[src/rtl/clock_control_fsm.sv]
// clock_control_fsm: push-button sequencer for the HH:MM:SS timer core (run/pause, field set, blink).
// Optional feature: define AUTO_REPEAT_EN to auto-repeat increments while btn_inc is held.
module clock_control_fsm #(
  parameter int unsigned T_REPEAT_DELAY  = 50_000_000,
  parameter int unsigned T_REPEAT_PERIOD = 10_000_000,
  parameter int unsigned T_BLINK         = 25_000_000,
  parameter int unsigned T_IDLE          = 1_000_000_000
) (
  input  logic       clk,
  input  logic       rst,
  input  logic       btn_run,
  input  logic       btn_mode,
  input  logic       btn_inc,
  output logic       start_timer,
  output logic       adjust_minutes,
  output logic       adjust_hours,
  output logic [1:0] mode,
  output logic       blink
);

  typedef enum logic [1:0] {
    ST_RUN      = 2'b00,
    ST_SET_MIN  = 2'b01,
    ST_SET_HOUR = 2'b10
  } state_t;

  localparam int BLINK_W = $clog2(T_BLINK);
  localparam int IDLE_W  = $clog2(T_IDLE);
  localparam logic [BLINK_W-1:0] BLINK_LAST = BLINK_W'(T_BLINK - 32'd1);
  localparam logic [IDLE_W-1:0]  IDLE_LAST  = IDLE_W'(T_IDLE - 32'd1);

  if (T_REPEAT_DELAY < 32'd2 || T_REPEAT_PERIOD < 32'd2 || T_BLINK < 32'd2 || T_IDLE < 32'd2) begin : g_param_check
    $error("clock_control_fsm: every timing parameter must be >= 2");
  end

  state_t state_r, next_state_s;
  logic   run_flag_r, run_flag_next_s;
  logic   run_q_r, mode_q_r, inc_q_r, hist_valid_r;
  logic   run_rise_s, mode_rise_s, inc_rise_s, any_rise_s;
  logic   in_set_s, mode_chg_s, idle_done_s, repeat_due_s, inc_req_s;
  logic [IDLE_W-1:0]  idle_cnt_r;
  logic [BLINK_W-1:0] blink_cnt_r;

  // Edge detection, next state, run flag and adjust request
  always_comb begin
    // history is not trusted in the first cycle after reset, so a held button gives no edge
    run_rise_s  = hist_valid_r & btn_run  & ~run_q_r;
    mode_rise_s = hist_valid_r & btn_mode & ~mode_q_r;
    inc_rise_s  = hist_valid_r & btn_inc  & ~inc_q_r;
    any_rise_s  = run_rise_s | mode_rise_s | inc_rise_s;
    in_set_s    = (state_r != ST_RUN);
    idle_done_s = in_set_s & (idle_cnt_r == IDLE_LAST) & ~any_rise_s & ~repeat_due_s;
    next_state_s = state_r;
    if (mode_rise_s) begin
      case (state_r)
        ST_RUN:      next_state_s = ST_SET_MIN;
        ST_SET_MIN:  next_state_s = ST_SET_HOUR;
        ST_SET_HOUR: next_state_s = ST_RUN;
        default:     next_state_s = ST_RUN;
      endcase
    end else if (idle_done_s) begin
      next_state_s = ST_RUN;
    end else begin
      next_state_s = state_r;
    end
    mode_chg_s      = (next_state_s != state_r);
    run_flag_next_s = run_flag_r ^ (run_rise_s & ~in_set_s);
    inc_req_s       = in_set_s & ~mode_rise_s & (inc_rise_s | repeat_due_s)
                      & ~(adjust_minutes | adjust_hours);
  end

`ifdef AUTO_REPEAT_EN
  localparam int unsigned HOLD_MAX = (T_REPEAT_DELAY > T_REPEAT_PERIOD) ? T_REPEAT_DELAY : T_REPEAT_PERIOD;
  localparam int HOLD_W = $clog2(HOLD_MAX);
  localparam logic [HOLD_W-1:0] DELAY_LAST  = HOLD_W'(T_REPEAT_DELAY - 32'd1);
  localparam logic [HOLD_W-1:0] PERIOD_LAST = HOLD_W'(T_REPEAT_PERIOD - 32'd1);

  logic [HOLD_W-1:0] hold_cnt_r;
  logic              hold_armed_r, repeating_r;

  // Repeat falls due after the initial delay, then once per period
  always_comb begin
    if (repeating_r) begin
      repeat_due_s = hold_armed_r & btn_inc & (hold_cnt_r == PERIOD_LAST);
    end else begin
      repeat_due_s = hold_armed_r & btn_inc & (hold_cnt_r == DELAY_LAST);
    end
  end

  // Hold counter: armed by an accepted press, dropped on release or any mode change
  always_ff @(posedge clk) begin
    if (rst) begin
      hold_armed_r <= 1'b0;
      repeating_r  <= 1'b0;
      hold_cnt_r   <= {HOLD_W{1'b0}};
    end else if (inc_rise_s & in_set_s & ~mode_chg_s) begin
      hold_armed_r <= 1'b1;
      repeating_r  <= 1'b0;
      hold_cnt_r   <= {HOLD_W{1'b0}};
    end else if (mode_chg_s | ~btn_inc) begin
      hold_armed_r <= 1'b0;
      repeating_r  <= 1'b0;
      hold_cnt_r   <= {HOLD_W{1'b0}};
    end else if (repeat_due_s) begin
      repeating_r  <= 1'b1;
      hold_cnt_r   <= {HOLD_W{1'b0}};
    end else if (hold_armed_r) begin
      hold_cnt_r   <= hold_cnt_r + HOLD_W'(1'b1);
    end else begin
      hold_cnt_r   <= hold_cnt_r;
    end
  end
`else
  assign repeat_due_s = 1'b0;
`endif

  // State, run flag, edge history, idle/blink counters and registered outputs
  always_ff @(posedge clk) begin
    if (rst) begin
      state_r        <= ST_RUN;
      run_flag_r     <= 1'b0;
      run_q_r        <= 1'b0;
      mode_q_r       <= 1'b0;
      inc_q_r        <= 1'b0;
      hist_valid_r   <= 1'b0;
      idle_cnt_r     <= {IDLE_W{1'b0}};
      blink_cnt_r    <= {BLINK_W{1'b0}};
      start_timer    <= 1'b0;
      adjust_minutes <= 1'b0;
      adjust_hours   <= 1'b0;
      mode           <= 2'b00;
      blink          <= 1'b1;
    end else begin
      run_q_r        <= btn_run;
      mode_q_r       <= btn_mode;
      inc_q_r        <= btn_inc;
      hist_valid_r   <= 1'b1;
      state_r        <= next_state_s;
      run_flag_r     <= run_flag_next_s;
      mode           <= next_state_s;
      start_timer    <= run_flag_next_s & (next_state_s == ST_RUN);
      adjust_minutes <= inc_req_s & (state_r == ST_SET_MIN);
      adjust_hours   <= inc_req_s & (state_r == ST_SET_HOUR);

      if ((next_state_s == ST_RUN) | any_rise_s | repeat_due_s) begin
        idle_cnt_r <= {IDLE_W{1'b0}};
      end else if (idle_cnt_r != IDLE_LAST) begin
        idle_cnt_r <= idle_cnt_r + IDLE_W'(1'b1);
      end else begin
        idle_cnt_r <= idle_cnt_r;
      end

      // entering a set mode or adjusting shows the field immediately and restarts the blink phase
      if (next_state_s == ST_RUN) begin
        blink       <= 1'b1;
        blink_cnt_r <= {BLINK_W{1'b0}};
      end else if (mode_chg_s | inc_req_s) begin
        blink       <= 1'b1;
        blink_cnt_r <= {BLINK_W{1'b0}};
      end else if (blink_cnt_r == BLINK_LAST) begin
        blink       <= ~blink;
        blink_cnt_r <= {BLINK_W{1'b0}};
      end else begin
        blink_cnt_r <= blink_cnt_r + BLINK_W'(1'b1);
      end
    end
  end

endmodule

[config.mk]
export PLATFORM = sky130hd
export DESIGN_NAME = clock_control_fsm
export DESIGN_NICKNAME = d
export VERILOG_FILES = /design/src/rtl/clock_control_fsm.sv
export SDC_FILE = /design/constraint.sdc
export NUM_CORES = 1
export LEC_CHECK = 0
export CAP_MARGIN = 0
export CELL_PAD_IN_SITES_DETAIL_PLACEMENT = 1
export CELL_PAD_IN_SITES_GLOBAL_PLACEMENT = 2
export CORE_MARGIN = 5
export CORE_UTILIZATION = 30
export DETAILED_ROUTE_END_ITERATION = 8
export PLACE_DENSITY_LB_ADDON = 0.1
export SETUP_SLACK_MARGIN = 0.05
export SYNTH_ARGS = -nofsm -noshare
export SYNTH_HDL_FRONTEND = slang
export SYNTH_SLANG_ARGS = --single-unit
[constraint.sdc]
create_clock -name clk -period 2.8 [get_ports clk]
set_input_delay 0.28 -clock clk [delete_from_list [all_inputs] [get_ports clk]]
set_output_delay 0.28 -clock clk [all_outputs]
set_load 0.01 [all_outputs]
# Word-level counts from Yosys, hierarchy flattened
# Cells that the tools add are included.
# op_classes
reduce_logical	6
n_bitwise	29
add_sub_neg	2
n_mux	4
eq_ne	6
# ops
op	n
adder 30 x 1 -> 30 bit (second input constant)	1
equality test 30 bit (second input constant)	1
inequality test 30 bit (second input constant)	1
adder 25 x 1 -> 25 bit (second input constant)	1
equality test 25 bit (second input constant)	1
AND 1 bit	15
NOT 1 bit	8
bitwise OR 1 bit	5
logical NOT 2 bit	2
2-to-1 mux 2 bit	2
case mux 2 bit (2 select lines)	1
OR reduction 4 bit	1
OR reduction 3 bit	1
equality test 2 x 1 -> 1 bit (second input constant)	1
equality test 2 bit (second input constant)	1
inequality test 2 bit	1
nonzero test 2 bit	1
OR reduction 2 bit	1
2-to-1 mux 1 bit	1
bitwise XOR 1 bit	1
# totals
word_cells	59
regBits	66

# Depth between registers and ports, before layout
# Gate-level depths: netlist of run 1.
# depth
word_depth	11
ltp_mapped	9
mapped_depth_nobuf	6

# Worst setup path before layout of run 1
# No wires, ideal clock.
# synth_timing
path_type	reg-to-reg
startpoint	reg idle_cnt_r[9]
endpoint	reg idle_cnt_r[17]
path_buffers	3
setup_time_ns	0.115
arrival_time_ns	1.858
slack_ns	0.828
stages_incl_launch_ff	9
period_less_slack_ns	1.972
cell_sequence	dfxtp_1 or4_1 nor4_2 and2_1 buf_4 or2_1 buf_4 buf_6 nor2_1
# synth_between
elab_chain_len	8
word_cells_on_any_way	10
classes_between	add/sub: 1; eq/ne: 2; mux: 2; bitwise: 3; reduce/logical: 2
# synth_lines
item	line_no	text
start: declaration	41	logic [IDLE_W-1:0] idle_cnt_r;
start signal: assignment	126	idle_cnt_r <= {IDLE_W{1'b0}};
start signal: assignment	146	idle_cnt_r <= {IDLE_W{1'b0}};
start signal: assignment	148	idle_cnt_r <= idle_cnt_r + IDLE_W'(1'b1);
equality test 30 bit	52	idle_done_s = in_set_s & (idle_cnt_r == IDLE_LAST) & ~any_rise_s & ~repeat_due_s;
AND 1 bit (2 in a row)	52	
2-to-1 mux 2 bit	61	end else if (idle_done_s) begin
2-to-1 mux 2 bit	54	if (mode_rise_s) begin
logical NOT 2 bit	145	if ((next_state_s == ST_RUN) | any_rise_s | repeat_due_s) begin
bitwise OR 1 bit	145	
OR reduction 2 bit (no source line)	-	
# Parallel ways exist; a longest one is shown, timed or not.
# A chain may end at the register's enable or synchronous reset.

# Worst setup path in the final report of run 1
# layout_timing
startpoint	reg idle_cnt_r[9]
endpoint	reg idle_cnt_r[4]
# The elaborated chain is that of the path after synthesis.

==> run_results.csv, run 1 <==
group,metric,value,unit
power_and_ir_drop,powerDensity,579,nW/um^2
routing,vias,2282,
synthesis,yosys_warnings,0,
status,outcome,"finished, final reports clean",
placement,hpwl,4450,um
cells_and_area,drive_above_1_share,0.0805,
cells_and_area,area_growth,17.3,%
sta,setup_violations,0,
synthesis,synth-async-reset-ratio,0,
floorplan,core,9280,sq um
synthesis,synth_cell_types,36,
synthesis,synth.avg_cell_area,8.87,sq um
global_route,grt_pass1_wl,11200,um
global_route,grt_pass1_vias,2278,
clock_network,cts_tree,"built",
critical_path,crit_path_end_kind,"register",
routing,avgViaCountPerCell,4.78,
job,drv_cap,0,
sta,maxSlewHeadroom,0.543,
synthesis,syn_nets,330,
clock_network,cts-root-buf,"clkbuf_8",
clock_network,clkTransAtPathRegs,0.07,ns
critical_path,worstPathArrival,2.55,ns
clock_network,clock_path_buffers,2,
synthesis,syn_inst,323,
synthesis,syn-cell-area,2860,sq um
global_route,grt_max_degree,29,
power_and_ir_drop,max-vdd-ir-drop,0.248,mV
clock_network,cts_buffers,9,
synthesis,seq_area_frac_synth,0.461,
routing,wl,6470,um
sta,min_period,2.33,ns
routing,wl_per_cell,13.6,um
clock_network,ctsResizeCount,0,
placement,place_ws,0.440,ns
sta,finClkSkew,0.00821,ns
clock_network,post_cts_buffers,0,
placement,port_buffers,10,
critical_path,start_kind,"register",
floorplan,die-width,108,um
sta,slew_violations,0,
clock_network,hold_buffers,0,
sta,fin_crit_sh,0.833,
floorplan,dieHeight,108,um
synthesis,ys_dominant_reg_cell,"dfxtp_1",
worst_hold_path,min_from,"idle_cnt_r[0]$_SDFFE_PP0P_",
sta,fin_ws,0.467,ns
critical_path,r2r_start,"idle_cnt_r[9]$_SDFFE_PP0P_",
floorplan,floorplan.initialDensity,0.308,
sta,grt_setup_unrepaired,"false",
synthesis,ys_seq_elements,66,
placement,gp_congestion,0.691,
worst_hold_path,hp-class,"reg2reg",
clock_network,htree_levels,3,
global_route,antenna_found_initial,0,
floorplan,io_pins,11,
cells_and_area,nets,350,
critical_path,crit_type,"reg2reg",
cells_and_area,num_antenna_cells,0,
global_route,grt.overflow.total,0,
routing,first_pass_iters,4,
clock_network,clk_latency,0.34,ns
power_and_ir_drop,p_leak,1.08,nW
routing,drc_errors,0,
critical_path,crit_path_max_fanout,28,
sta,fmax,429,MHz
sta,setup_tns,0,ns
routing,ant_nets,0,
clock_network,cts_sinks,66,
sta,worstMarginPinSlew,0.682,ns
critical_path,cp_data_required_time,3.02,ns
critical_path,worstSetupStartpoint,"idle_cnt_r[9]$_SDFFE_PP0P_",
synthesis,synth_enable_flop_cells,0,
global_route,grtUsageTotal,0.122,
sta,final-hold-violation-count,0,
floorplan,die_area,11600,sq um
floorplan,fp-row-count,35,
routing,drtIter0Drc,65,
-- synth_stat cells (all sizes together), types with 2 or more instances --
cell	number	area, sq um
nand3	30	150
dfxtp	66	1320
xnor2	9	78.8
nor4	8	62.6
and3	9	56.3
or4	5	37.5
xor2	39	342
buf	6	47.5
inv	4	15.0
and4	4	35.0
nor2b	7	43.8
nor2	62	233
or2	2	12.5
nand2	18	67.6
clkbuf	2	7.51
o31ai	3	22.5
nand4	19	125
ha	2	25.0
and2	4	25.0
or3	3	18.8
nor3	2	10.0
a21oi	5	25.0
nand3b	2	15.0
o21ai	5	25.0
-- critical path, stage by stage (launching register included) --
cell     delay [ns]
dfxtp_1        0.37
or4_1          0.59
nor4_2         0.37
and2_1         0.34
or2_1          0.15
buf_4          0.30
nor2_1         0.09
-- cell type report --
type	instances	area [sq um]
fill	1104	5920
clock buffer	12	165
tap	129	161
multi-input combinational	245	1470
clock inverter	4	72.6
sequential	66	1320
timing repair buffer	17	153
inverter	4	15.0
-- stage by stage --
stage / total power [mW] / area (sq um) / instances / hold slack (ns) / util
floorplan: 1.00 / 2860 / 323 / 0.352 / -
global placement: 1.02 / 3120 / 461 / 0.429 / 0.336
detailed placement: 1.02 / 3120 / 461 / 0.445 / 0.336
CTS: 1.99 / 3360 / 477 / 0.461 / 0.362
global route: 2.04 / 3360 / 477 / 0.488 / 0.362
finish: 1.95 / 3360 / 477 / 0.462 / 0.362
-- final timing paths --
check / end / slack [ns] / cells past startpoint
setup / recovery: idle_cnt_r[4]$_SDFFE_PP0P_ / 0.47 / 6
hold / removal: idle_cnt_r[0]$_SDFFE_PP0P_ / 0.46 / 1
setup reg to reg: idle_cnt_r[4]$_SDFFE_PP0P_ / 0.47 / 6
hold reg to reg: idle_cnt_r[0]$_SDFFE_PP0P_ / 0.46 / 1
-- registers in the layout, summed over array words and instances, names as in the netlist --
register and flops:
adjust_hours 1, adjust_minutes 1, blink 1, blink_cnt_r 25, hist_valid_r 1, idle_cnt_r 30, inc_q_r 1, mode_q_r 1
run_flag_r 1, run_q_r 1, start_timer 1, state_r 2
-- report_power, final --
group | total, mW | switching, mW | internal [mW]
Combinational | 0.0459 | 0.0264 | 0.0195
Sequential | 0.952 | 0.00581 | 0.946
Clock | 0.948 | 0.374 | 0.573
Total | 1.95 | 0.406 | 1.54
-- per-layer routing --
| metal | global-route usage | up-vias | routed length (um) |
|---|---|---|---|
| met5 | 0 | - | 0 |
| met2 | 0.183 | 26 | 2810 |
| met4 | 0.0442 | 0 | 78 |
| li1 | - | 1157 | - |
| met1 | 0.162 | 1094 | 3340 |
| met3 | 0.0432 | 5 | 245 |
-- placed cells by master (no fill, tap or decap), types with 3 or more instances in the layout --
| cell | instances |
|---|---|
| and4_1 | 4 |
| and3_1 | 9 |
| o31ai_1 | 3 |
| or3_1 | 3 |
| and2_1 | 4 |
| nand4_1 | 18 |
| nor2_1 | 62 |
| xnor2_1 | 9 |
| dfxtp_1 | 66 |
| nand3_1 | 30 |
| a21oi_1 | 5 |
| o21ai_0 | 5 |
| buf_4 | 7 |
| nor2b_1 | 7 |
| xor2_1 | 39 |
| nand2_1 | 18 |
| nor4_1 | 6 |
| clkbuf_8 | 12 |
| or4_1 | 5 |
| clkdlybuf4s50_1 | 10 |
| inv_1 | 4 |
-- cell families after synthesis --
group           share of synthesized area
simple gates                        0.324
flops                               0.461
xor+xnor                            0.147
compound gates                     0.0349
buf+inv                            0.0245
fa+ha+maj                         0.00874
Note: power is estimated with default switching activity, not from simulation.
==> run 2: changes to the inputs <==
- clock period: 2.8 -> 2.1 ns (I/O delays scaled with it)
==> run 2 against run 1 <==
First-iteration DRC count is 14% lower; via count is 2.2% higher; count of clock-buffer cells in the layout is 1 higher; die area stayed put; critical path type unchanged; critical endpoint is now blink_cnt_r[10]$_SDFF_PP0_; largest cell class unchanged; largest power group unchanged.
==> run_results.csv, run 2 (synthesized netlist as in run 1, its figures left out) <==
group,metric,value,unit
cells_and_area,drive_above_1_share,0.115,
floorplan,io_pins,11,
global_route,antenna_found_initial,0,
sta,setup_violations,0,
sta,setup_tns,0,ns
routing,drc_errors,0,
clock_network,clkTransAtPathRegs,0.07,ns
cells_and_area,top_register,"idle_cnt_r",
power_and_ir_drop,powerDensity,678,nW/um^2
cells_and_area,largest_reg_flops,30,
floorplan,die_area,11600,sq um
power_and_ir_drop,p_leak,1.18,nW
clock_network,htree_levels,3,
routing,vias,2332,
routing,ant_nets,0,
critical_path,crit_type,"reg2reg",
cells_and_area,mostFrequentLayoutCells,"dfxtp_1 (66), nor2_1 (62), xor2_1 (39)",
clock_network,ctsResizeCount,0,
sta,maxSlewHeadroom,0.681,
clock_network,cts_tree,"built",
global_route,grt_pass1_vias,2423,
routing,first_pass_iters,4,
routing,drtIter0Drc,56,
cells_and_area,regArea,1320,sq um
global_route,grtUsageTotal,0.124,
floorplan,floorplan.initialDensity,0.308,
power_and_ir_drop,finalPower,2.36,mW
cells_and_area,area_growth,21.5,%
cells_and_area,multi_input_area,1490,sq um
cells_and_area,layout_commonest_cell,"dfxtp_1",
cells_and_area,reg.largest.list,"idle_cnt_r: 30 flops, blink_cnt_r: 25 flops, state_r: 2 flops",
sta,min_period,1.92,ns
sta,fin_crit_sh,0.916,
placement,port_buffers,10,
sta,worstMarginPinSlew,0.475,ns
clock_network,cts_buffers,9,
critical_path,crit_path_end_kind,"register",
clock_network,post_cts_buffers,0,
floorplan,die-width,108,um
power_and_ir_drop,max-vdd-ir-drop,0.388,mV
global_route,grt_pass1_wl,11400,um
critical_path,crit_path_max_fanout,25,
cells_and_area,fillers,1124,
clock_network,clock_path_buffers,2,
global_route,grt_max_degree,29,
floorplan,core,9280,sq um
sta,slew_violations,0,
sta,final-hold-violation-count,0,
floorplan,dieHeight,108,um
placement,hpwl,4610,um
clock_network,hold_buffers,0,
sta,finClkSkew,0.00809,ns
sta,fmax,520,MHz
clock_network,clk_latency,0.34,ns
placement,gp_congestion,0.695,
critical_path,worstPathArrival,2.15,ns
clock_network,cts_sinks,66,
routing,wl_per_cell,13.6,um
sta,grt_setup_unrepaired,"false",
cells_and_area,num_antenna_cells,0,
critical_path,cp_data_required_time,2.33,ns
global_route,grt.overflow.total,0,
routing,wl,6680,um
job,drv_cap,0,
critical_path,start_kind,"register",
routing,avgViaCountPerCell,4.73,
cells_and_area,nets,366,
floorplan,fp-row-count,35,
clock_network,cts-root-buf,"clkbuf_8",
status,outcome,"finished, final reports clean",
worst_hold_path,hp-class,"in2reg",
run 2: changes by cell type in the layout (fill, tap and decap cells not counted), moves of 2 or more:
| cell | change |
|---|---|
| buf_12 | +2 |
| buf_4 | +13 |
| clkbuf_1 | +4 |
| clkbuf_8 | -3 |
run 2: worst paths after layout:
kind | startpoint | endpoint | slack (ns) | cells past startpoint
setup / recovery | idle_cnt_r[21]$_SDFFE_PP0P_ | blink_cnt_r[10]$_SDFF_PP0_ | 0.18 | 6
hold / removal | btn_inc | inc_q_r$_SDFF_PP0_ | 0.45 | 2
setup reg to reg | idle_cnt_r[21]$_SDFFE_PP0P_ | blink_cnt_r[10]$_SDFF_PP0_ | 0.18 | 6
hold reg to reg | idle_cnt_r[0]$_SDFFE_PP0P_ | idle_cnt_r[0]$_SDFFE_PP0P_ | 0.47 | 1
run 2: power by group:
part	internal, mW	switching [mW]
sequential	1.26	0.00709
clock	0.547	0.469
combinational	0.0380	0.0378
run 2: worst max-delay path: stages (launching register included):
cell and delay (ns):
dfxtp_1 0.35, or4b_1 0.56, nor4_4 0.34, nand4_1 0.16, nand3_1 0.16, buf_12 0.18
nor2_1 0.07
run 2: layout make-up:
type | count | area share
multi-input cells | 245 | 0.428
flip-flops and latches | 66 | 0.380
repair buffers | 33 | 0.0906
well taps | 129 | 0.0464
clock buffers | 13 | 0.0399
clock inverters | 3 | 0.0115
inverters | 4 | 0.00431
run 2: stage by stage:
step / utilization / worst slack (ns) / std cells / hold WS (ns) / area [sq um]
2_1_floorplan: - / 0.128 / 323 / 0.282 / 2860
3_3_place_gp: 0.351 / 0.0843 / 476 / 0.433 / 3260
3_5_place_dp: 0.351 / 0.0727 / 476 / 0.447 / 3260
4_1_cts: 0.370 / 0.0556 / 492 / 0.432 / 3440
5_1_grt: 0.375 / 0.0563 / 493 / 0.453 / 3480
6_report: 0.375 / 0.177 / 493 / 0.454 / 3480
run 2: per-layer routing:
layer  part of all wire  track usage  up-vias
met5                  0            0        -
met4              0.017       0.0514        0
met3              0.037       0.0396       11
met2               0.42        0.194       29
met1               0.52        0.158     1105
li1                   -            -     1187
